===== src/rtl/ps2_kb_mmio.sv =====
// ---------------------------------------------------------------------------
// ps2_kb_mmio
//
// Memory-mapped PS/2 keyboard controller. Receives device-to-host PS/2
// frames (start, 8 data bits LSB-first, odd parity, stop), buffers the
// scan codes in a small FIFO and presents them to the CPU through two
// word-aligned registers:
//   BASE_ADDR + 0 : DATA  {23'b0, nonempty, head_byte}; a read pops
//   BASE_ADDR + 4 : STAT  flags, count and interrupt enable; W1C flags
//
// Ports:
//   clk, reset        system clock, asynchronous active-high reset
//   addr, re, we      CPU byte address and read/write strobes
//   wdata, rdata      CPU write data / combinational read data
//   sel               address falls inside this block's 8-byte window
//   irq               registered interrupt request
//   ps2_clk, ps2_data raw, asynchronous PS/2 lines
// ---------------------------------------------------------------------------
module ps2_kb_mmio #(
    parameter logic [63:0] BASE_ADDR      = 64'h0000_0000_2000_0010,
    parameter int          FIFO_DEPTH     = 8,
    parameter int          TIMEOUT_CYCLES = 4096
) (
    input  logic        clk,
    input  logic        reset,
    input  logic [63:0] addr,
    input  logic        re,
    input  logic        we,
    input  logic [31:0] wdata,
    output logic [31:0] rdata,
    output logic        sel,
    output logic        irq,
    input  logic        ps2_clk,
    input  logic        ps2_data
);

    localparam int AW = $clog2(FIFO_DEPTH);
    localparam int CW = AW + 1;
    localparam int TW = $clog2(TIMEOUT_CYCLES + 1);

    localparam logic [1:0] ST_IDLE   = 2'd0;
    localparam logic [1:0] ST_DATA   = 2'd1;
    localparam logic [1:0] ST_PARITY = 2'd2;
    localparam logic [1:0] ST_STOP   = 2'd3;

    localparam logic [TW-1:0] TMO_LAST = TW'(TIMEOUT_CYCLES - 1);
    localparam logic [CW-1:0] CNT_FULL = CW'(FIFO_DEPTH);

    // Synchronisers and edge detector
    logic ps2_clk_meta_q,  ps2_clk_meta_d;
    logic ps2_clk_sync_q,  ps2_clk_sync_d;
    logic ps2_clk_prev_q,  ps2_clk_prev_d;
    logic ps2_data_meta_q, ps2_data_meta_d;
    logic ps2_data_sync_q, ps2_data_sync_d;
    logic fall;

    // Receiver
    logic [1:0]    state_q,   state_d;
    logic [2:0]    bit_cnt_q, bit_cnt_d;
    logic [7:0]    shift_q,   shift_d;
    logic          par_q,     par_d;
    logic [TW-1:0] tmo_q,     tmo_d;
    logic          push_req;
    logic          perr_set;
    logic          ferr_set;

    // FIFO
    logic [7:0]    mem_q [FIFO_DEPTH];
    logic [7:0]    mem_d [FIFO_DEPTH];
    logic [AW-1:0] wr_ptr_q, wr_ptr_d;
    logic [AW-1:0] rd_ptr_q, rd_ptr_d;
    logic [CW-1:0] count_q,  count_d;
    logic          nonempty;
    logic          full;
    logic          push_ok;
    logic          pop;
    logic          ovf_set;

    // Status / interrupt
    logic ovf_q,  ovf_d;
    logic perr_q, perr_d;
    logic ferr_q, ferr_d;
    logic ie_q,   ie_d;
    logic irq_q,  irq_d;

    // Bus decode
    logic       data_rd;
    logic       stat_wr;
    logic [7:0] head_byte;
    logic       unused_bits;

    assign sel     = (addr[63:3] == BASE_ADDR[63:3]);
    assign data_rd = sel & ~addr[2] & re;
    assign stat_wr = sel &  addr[2] & we;
    assign fall    = ps2_clk_prev_q & ~ps2_clk_sync_q;
    assign irq     = irq_q;

    // Only a handful of wdata bits and no byte-offset bits carry meaning.
    assign unused_bits = ^{wdata[31:17], wdata[15:5], wdata[1:0], addr[1:0]};

    // -----------------------------------------------------------------------
    // Synchroniser next state
    // -----------------------------------------------------------------------
    always_comb begin
        ps2_clk_meta_d  = ps2_clk;
        ps2_clk_sync_d  = ps2_clk_meta_q;
        ps2_clk_prev_d  = ps2_clk_sync_q;
        ps2_data_meta_d = ps2_data;
        ps2_data_sync_d = ps2_data_meta_q;
    end

    // -----------------------------------------------------------------------
    // Frame receiver and inactivity timeout
    // -----------------------------------------------------------------------
    always_comb begin
        // NOTE: every output of this block gets a default before any branch,
        // so no path leaves a variable unassigned and no latch is inferred.
        state_d   = state_q;
        bit_cnt_d = bit_cnt_q;
        shift_d   = shift_q;
        par_d     = par_q;
        push_req  = 1'b0;
        perr_set  = 1'b0;
        ferr_set  = 1'b0;

        // Counter only runs while a frame is in progress.
        if (state_q == ST_IDLE || fall) begin
            tmo_d = '0;
        end else begin
            tmo_d = tmo_q + 1'b1;
        end

        if (fall) begin
            case (state_q)
                ST_IDLE: begin
                    // A high start bit is treated as line noise.
                    if (!ps2_data_sync_q) begin
                        state_d   = ST_DATA;
                        bit_cnt_d = '0;
                    end
                end
                ST_DATA: begin
                    shift_d   = {ps2_data_sync_q, shift_q[7:1]};
                    bit_cnt_d = bit_cnt_q + 1'b1;
                    if (bit_cnt_q == 3'd7) begin
                        state_d = ST_PARITY;
                    end
                end
                ST_PARITY: begin
                    par_d   = ps2_data_sync_q;
                    state_d = ST_STOP;
                end
                default: begin
                    // A missing stop bit is reported as a framing error even
                    // if the parity is also wrong.
                    state_d = ST_IDLE;
                    if (!ps2_data_sync_q) begin
                        ferr_set = 1'b1;
                    end else if (^{shift_q, par_q}) begin
                        push_req = 1'b1;
                    end else begin
                        perr_set = 1'b1;
                    end
                end
            endcase
        end else if (state_q != ST_IDLE && tmo_q == TMO_LAST) begin
            state_d  = ST_IDLE;
            ferr_set = 1'b1;
        end
    end

    // -----------------------------------------------------------------------
    // FIFO, status flags and interrupt
    // -----------------------------------------------------------------------
    always_comb begin
        nonempty = (count_q != '0);
        full     = (count_q == CNT_FULL);
        pop      = data_rd & nonempty;
        // A simultaneous pop frees the slot, so a push into a full FIFO
        // is accepted in that cycle.
        push_ok  = push_req & (~full | pop);
        ovf_set  = push_req & full & ~pop;

        mem_d = mem_q;
        if (push_ok) begin
            mem_d[wr_ptr_q] = shift_q;
        end

        wr_ptr_d = push_ok ? wr_ptr_q + 1'b1 : wr_ptr_q;
        rd_ptr_d = pop     ? rd_ptr_q + 1'b1 : rd_ptr_q;

        count_d = count_q;
        if (push_ok && !pop) begin
            count_d = count_q + 1'b1;
        end else if (pop && !push_ok) begin
            count_d = count_q - 1'b1;
        end

        // Set events take priority over a same-cycle write-1-to-clear.
        ovf_d  = ovf_set  | (ovf_q  & ~(stat_wr & wdata[2]));
        perr_d = perr_set | (perr_q & ~(stat_wr & wdata[3]));
        ferr_d = ferr_set | (ferr_q & ~(stat_wr & wdata[4]));
        ie_d   = stat_wr ? wdata[16] : ie_q;

        irq_d = ie_d & ((count_d != '0) | ovf_d | perr_d | ferr_d);
    end

    // -----------------------------------------------------------------------
    // Read data
    // -----------------------------------------------------------------------
    always_comb begin
        head_byte = (count_q != '0) ? mem_q[rd_ptr_q] : 8'h00;
        rdata     = 32'h0;
        if (sel) begin
            if (!addr[2]) begin
                rdata = {23'b0, (count_q != '0), head_byte};
            end else begin
                rdata = {15'b0, ie_q, 8'(count_q), 3'b0,
                         ferr_q, perr_q, ovf_q,
                         (count_q == CNT_FULL), (count_q != '0)};
            end
        end
    end

    // -----------------------------------------------------------------------
    // State registers
    // -----------------------------------------------------------------------
    always_ff @(posedge clk or posedge reset) begin
        // NOTE: state is updated with non-blocking assignments so every flop
        // samples the pre-edge value of every other flop.
        if (reset) begin
            ps2_clk_meta_q  <= 1'b0;
            ps2_clk_sync_q  <= 1'b0;
            ps2_clk_prev_q  <= 1'b0;
            ps2_data_meta_q <= 1'b0;
            ps2_data_sync_q <= 1'b0;
            state_q         <= ST_IDLE;
            bit_cnt_q       <= '0;
            shift_q         <= '0;
            par_q           <= 1'b0;
            tmo_q           <= '0;
            wr_ptr_q        <= '0;
            rd_ptr_q        <= '0;
            count_q         <= '0;
            ovf_q           <= 1'b0;
            perr_q          <= 1'b0;
            ferr_q          <= 1'b0;
            ie_q            <= 1'b0;
            irq_q           <= 1'b0;
        end else begin
            ps2_clk_meta_q  <= ps2_clk_meta_d;
            ps2_clk_sync_q  <= ps2_clk_sync_d;
            ps2_clk_prev_q  <= ps2_clk_prev_d;
            ps2_data_meta_q <= ps2_data_meta_d;
            ps2_data_sync_q <= ps2_data_sync_d;
            state_q         <= state_d;
            bit_cnt_q       <= bit_cnt_d;
            shift_q         <= shift_d;
            par_q           <= par_d;
            tmo_q           <= tmo_d;
            wr_ptr_q        <= wr_ptr_d;
            rd_ptr_q        <= rd_ptr_d;
            count_q         <= count_d;
            ovf_q           <= ovf_d;
            perr_q          <= perr_d;
            ferr_q          <= ferr_d;
            ie_q            <= ie_d;
            irq_q           <= irq_d;
        end
    end

    // NOTE: the storage array has no reset; an empty count makes its
    // contents unobservable, and leaving it unreset lets it map to RAM.
    always_ff @(posedge clk) begin
        mem_q <= mem_d;
    end

endmodule


===== config.mk =====
export PLATFORM = sky130hd
export DESIGN_NAME = ps2_kb_mmio
export DESIGN_NICKNAME = d
export VERILOG_FILES = /design/src/rtl/ps2_kb_mmio.sv
export SDC_FILE = /design/constraint.sdc
export NUM_CORES = 1
export LEC_CHECK = 0
export CORE_UTILIZATION = 50
export DETAILED_ROUTE_END_ITERATION = 7
export MAX_ROUTING_LAYER = met4
export PLACE_DENSITY_LB_ADDON = 0.2
export SETUP_SLACK_MARGIN = 0.2
export SLEW_MARGIN = 20
export SYNTH_ARGS = -nofsm -noshare
export SYNTH_HDL_FRONTEND = slang
export SYNTH_SLANG_ARGS = --single-unit

===== constraint.sdc =====
create_clock -name clk -period 4.8 [get_ports clk]
set_input_delay 0.96 -clock clk [delete_from_list [all_inputs] [get_ports clk]]
set_output_delay 0.96 -clock clk [all_outputs]
set_load 0.05 [all_outputs]

==> metrics.md <==
| Metric | Value |
|---|---|
| Cell area after layout | `6439 um^2` |
| PortBufs | `86` |
| Reg clk slew, reported paths | `90 ps` |
| Leakage | `2.465 nW` |
| R2R setup slack | `1770 ps` |
| Flop pwr share | `0.572` |
| Crit-path max FO | `8` |
| TritonCTS clock tree | `built` |
| Initial antenna violation count | `0` |
| Layout area overhead | `25.88%` |
| Startpoint types | `input port` |
| Main synth FF type | `edfxtp_1` |
| Comb power frac | `0.182` |
| Row count | `36` |
| Crit path depth | `8` |
| Asr flop ratio synth | `0.4234` |
| Worst hold slack | `363.0 ps` |
| Crit path largest cell delay | `400 ps` |
| Total Nets Final | `584` |
| Status | `complete, no violations` |
| Largest family of logic cells by synthesized area | `simple AND/OR/NAND/NOR gates` |
| Reg2reg end | `irq` |
| Highest clock rate | `233.4 MHz` |
| Commonest non-fill, non-tap cell in the layout | `clkdlybuf4s50_1` |
| Yosys reg bits | `111` |
| Drt drc | `0` |
| Later-pin clock latency in the skew report | `370 ps` |
| Clock power share | `0.245` |
| Hold Violations, Final | `0` |
| CP endpoint | `rdata[1]` |
| Setup Fix Bufs, Post-CTS | `0` |
| Routed WL | `10.46 mm` |
| Worst reg2reg path depth | `8` |
| Post-route ant nets | `0` |
| Post-Syn Instances | `372` |
| Pins Over Slew Limit | `0` |
| Sw frac | `0.2860` |
| Largest net degree at the start of global routing | `48` |
| Adder-cell share of the synthesized area | `0.02691` |
| Final core occ | `0.6527` |
| Die height | `103.1 um` |
| Fraction of layout cells with a size suffix above 1 | `0.1660` |
| VDD IR max | `0.1937 mV` |
| Vias in the first global route | `3209` |
| Simple-gate share of the synthesized area | `0.1238` |
| Clock skew | `15.35 ps` |
| Syn_area_per_cell | `13.75 um^2` |
| Initial core utilization | `0.5185` |
| Die Area | `10640 um^2` |
| Gr usage total | `0.2141` |
| Post-synth top area cell | `edfxtp_1` |
| H-tree depth | `3` |
| Synth cell types | `46` |
| First-pass GRT wire length | `15.81 mm` |
| Final GP Congestion | `0.7607` |
| Dpl hpwl | `7.518 mm` |
| Pwr/cell area | `324.2 nW/um^2` |
| Leading post-synthesis cells by cell area | `edfxtp_1 38%, dfrtp_1 23%, mux4_2 7.0%` |
| Post-CTS Hold Fix Bufs | `0` |
| Post-layout minimum cycle time | `4285 ps` |
| Placed Area | `6255 um^2` |
| CP cell instances | `clkdlybuf4s50_1 > nor4_1 > nand4_1 > nor4_2 > nand2_1 > or2_2 > o21ai_0 > buf_12` |
| Per-cell routed wire length | `17.18 um` |
| Die X-Extent | `103.1 um` |
| Crit Path Class | `in2out` |
| Ys Warns | `0` |
| Fin crit share | `0.8928` |
| Buffer depth of the longest clock path | `2` |
| Switching power | `0.5970 mW` |
| GR Overflow Total | `0` |
| Mux contribution to synthesized area | `0.1196` |
| I/O Pins | `136` |
| Detailed Route Iter0 Violations | `162` |
| CTS sink cnt | `111` |
| Critical path launch point | `addr[54]` |
| Area fraction in compound gates after synthesis | `0.03914` |
| Sequential area share after synthesis | `0.6057` |
| RSZ-0062 raised after global routing | `false` |
| Endpoints failing setup | `0` |
| Worst path arrival time | `3330 ps` |
| Core area | `9864 um^2` |
| Buf/Inv on CP | `2` |
| Diode count | `0` |
| Post-Synth XOR/XNOR Area | `0.04159` |
| Slowest CP cell | `clkdlybuf4s50_1` |
| EDFF count, synth | `64` |
| Vias | `3304` |
| Root Buffer | `clkbuf_8` |
| Synthesized area | `5115 um^2` |
| Num CTS Buffers | `9` |
| Vias per Instance | `5.425` |
| Slew headroom | `0.3935` |
| HP Class | `reg2reg` |
| Post-CTS resize count | `0` |
| Post-synth top area share | `0.3757` |
| Most frequent cells in the layout | `72 x clkdlybuf4s50_1, 64 x edfxtp_1, 47 x dfrtp_1` |
| Family with the most delay on the worst path | `simple AND/OR/NAND/NOR gates` |
| # Max-Cap Violations | `0` |
| Slew @ Worst Pin | `909.8 ps` |
| Reg2reg start | `shift_q[2]` |
| Worst Path Required | `3840 ps` |
| Cell-internal power | `1.490 mW` |
| CP endpoint kind | `output port` |
| DRT Pass-1 Iters | `4` |
[Yosys cell counts, drive strengths merged, types with 3 or more instances]
library cell	count
edfxtp	64
dfrtp	47
nand2	27
nor2	26
buf	23
mux4	16
mux2	14
nor4	14
xnor2	14
ha	11
o21ai	11
and3	10
nand3	10
mux2i	9
inv	8
a21oi	7
clkbuf	7
nand4	6
xor2	5
nor2b	4
nor3	4
nor4b	4
a22oi	3
and3b	3
or2	3
[through the flow]
stage / power (mW) / worst slack [ps] / cells / TNS, ps
3_3_place_gp: 1.569 / 478.5 / 593 / 0
3_5_place_dp: 1.593 / 455.0 / 593 / 0
4_1_cts: 2.103 / 438.9 / 609 / 0
5_1_grt: 2.189 / 319.2 / 609 / 0
6_report: 2.087 / 514.6 / 609 / 0
2_1_floorplan: 1.461 / -152.5 / 390 / -610.0
[cells by family (layout without fill, tap and decap cells)]
kind of cell	Yosys count	count (layout)
multiplexers	39	39
flip-flops	111	111
other	1	19
adder cells (fa/ha/maj)	11	11
buffers and inverters	38	124
AO/OA/AOI/OAI	31	31
XOR/XNOR	21	21
AND/OR/NAND/NOR	120	120
[flip-flops by register name (all words and copies together) (netlist names)]
| register | count |
|---|---|
| bit_cnt_q | 3 |
| count_q | 4 |
| ferr_q | 1 |
| ie_q | 1 |
| irq | 1 |
| mem_q | 64 |
| ovf_q | 1 |
| par_q | 1 |
| perr_q | 1 |
| ps2_clk_meta_q | 1 |
| ps2_clk_prev_d | 1 |
| ps2_clk_prev_q | 1 |
| ps2_data_meta_q | 1 |
| ps2_data_sync_q | 1 |
| rd_ptr_q | 3 |
| shift_q | 8 |
| state_q | 2 |
| tmo_q | 13 |
| wr_ptr_q | 3 |
[worst min-delay path by stage]
stage	cells after the start	from	end	slack, ps
after global routing	0	ps2_data_meta_q	ps2_data_sync_q	370
after detailed placement	0	ps2_clk_meta_q	ps2_clk_prev_d	340
after CTS	0	ps2_data_meta_q	ps2_data_sync_q	370
final	0	ps2_clk_meta_q	ps2_clk_prev_d	360
after global placement	0	ps2_clk_meta_q	ps2_clk_prev_d	330
after floorplan	0	ps2_clk_meta_q	ps2_clk_prev_d	330
[area by class of cell]
| type | count | area (um^2) |
|---|---|---|
| clock buffer | 10 | 127.6 |
| clock inverter | 6 | 55.05 |
| fill | 712 | 3426 |
| inverter | 8 | 31.28 |
| multi-input combinational | 241 | 1867 |
| sequential | 111 | 3098 |
| tap | 133 | 166.4 |
| timing repair buffer | 100 | 1094 |
[power by group through the flow]
stage | sequential (mW) | combinational [mW] | clock (mW)
after floorplan | 1.18 | 0.283 | 0
after global placement | 1.21 | 0.364 | 0
after detailed placement | 1.22 | 0.378 | 0
after CTS | 1.19 | 0.385 | 0.524
after global routing | 1.20 | 0.426 | 0.559
final | 1.19 | 0.381 | 0.512
[layer usage]
layer | track usage | wire [um]
met1 | 0.2460 | 4163
met2 | 0.3810 | 5464
met3 | 0.02712 | 639
met4 | 0.08559 | 194
met5 | - | 0
Note: power is estimated with default switching activity, not from simulation.
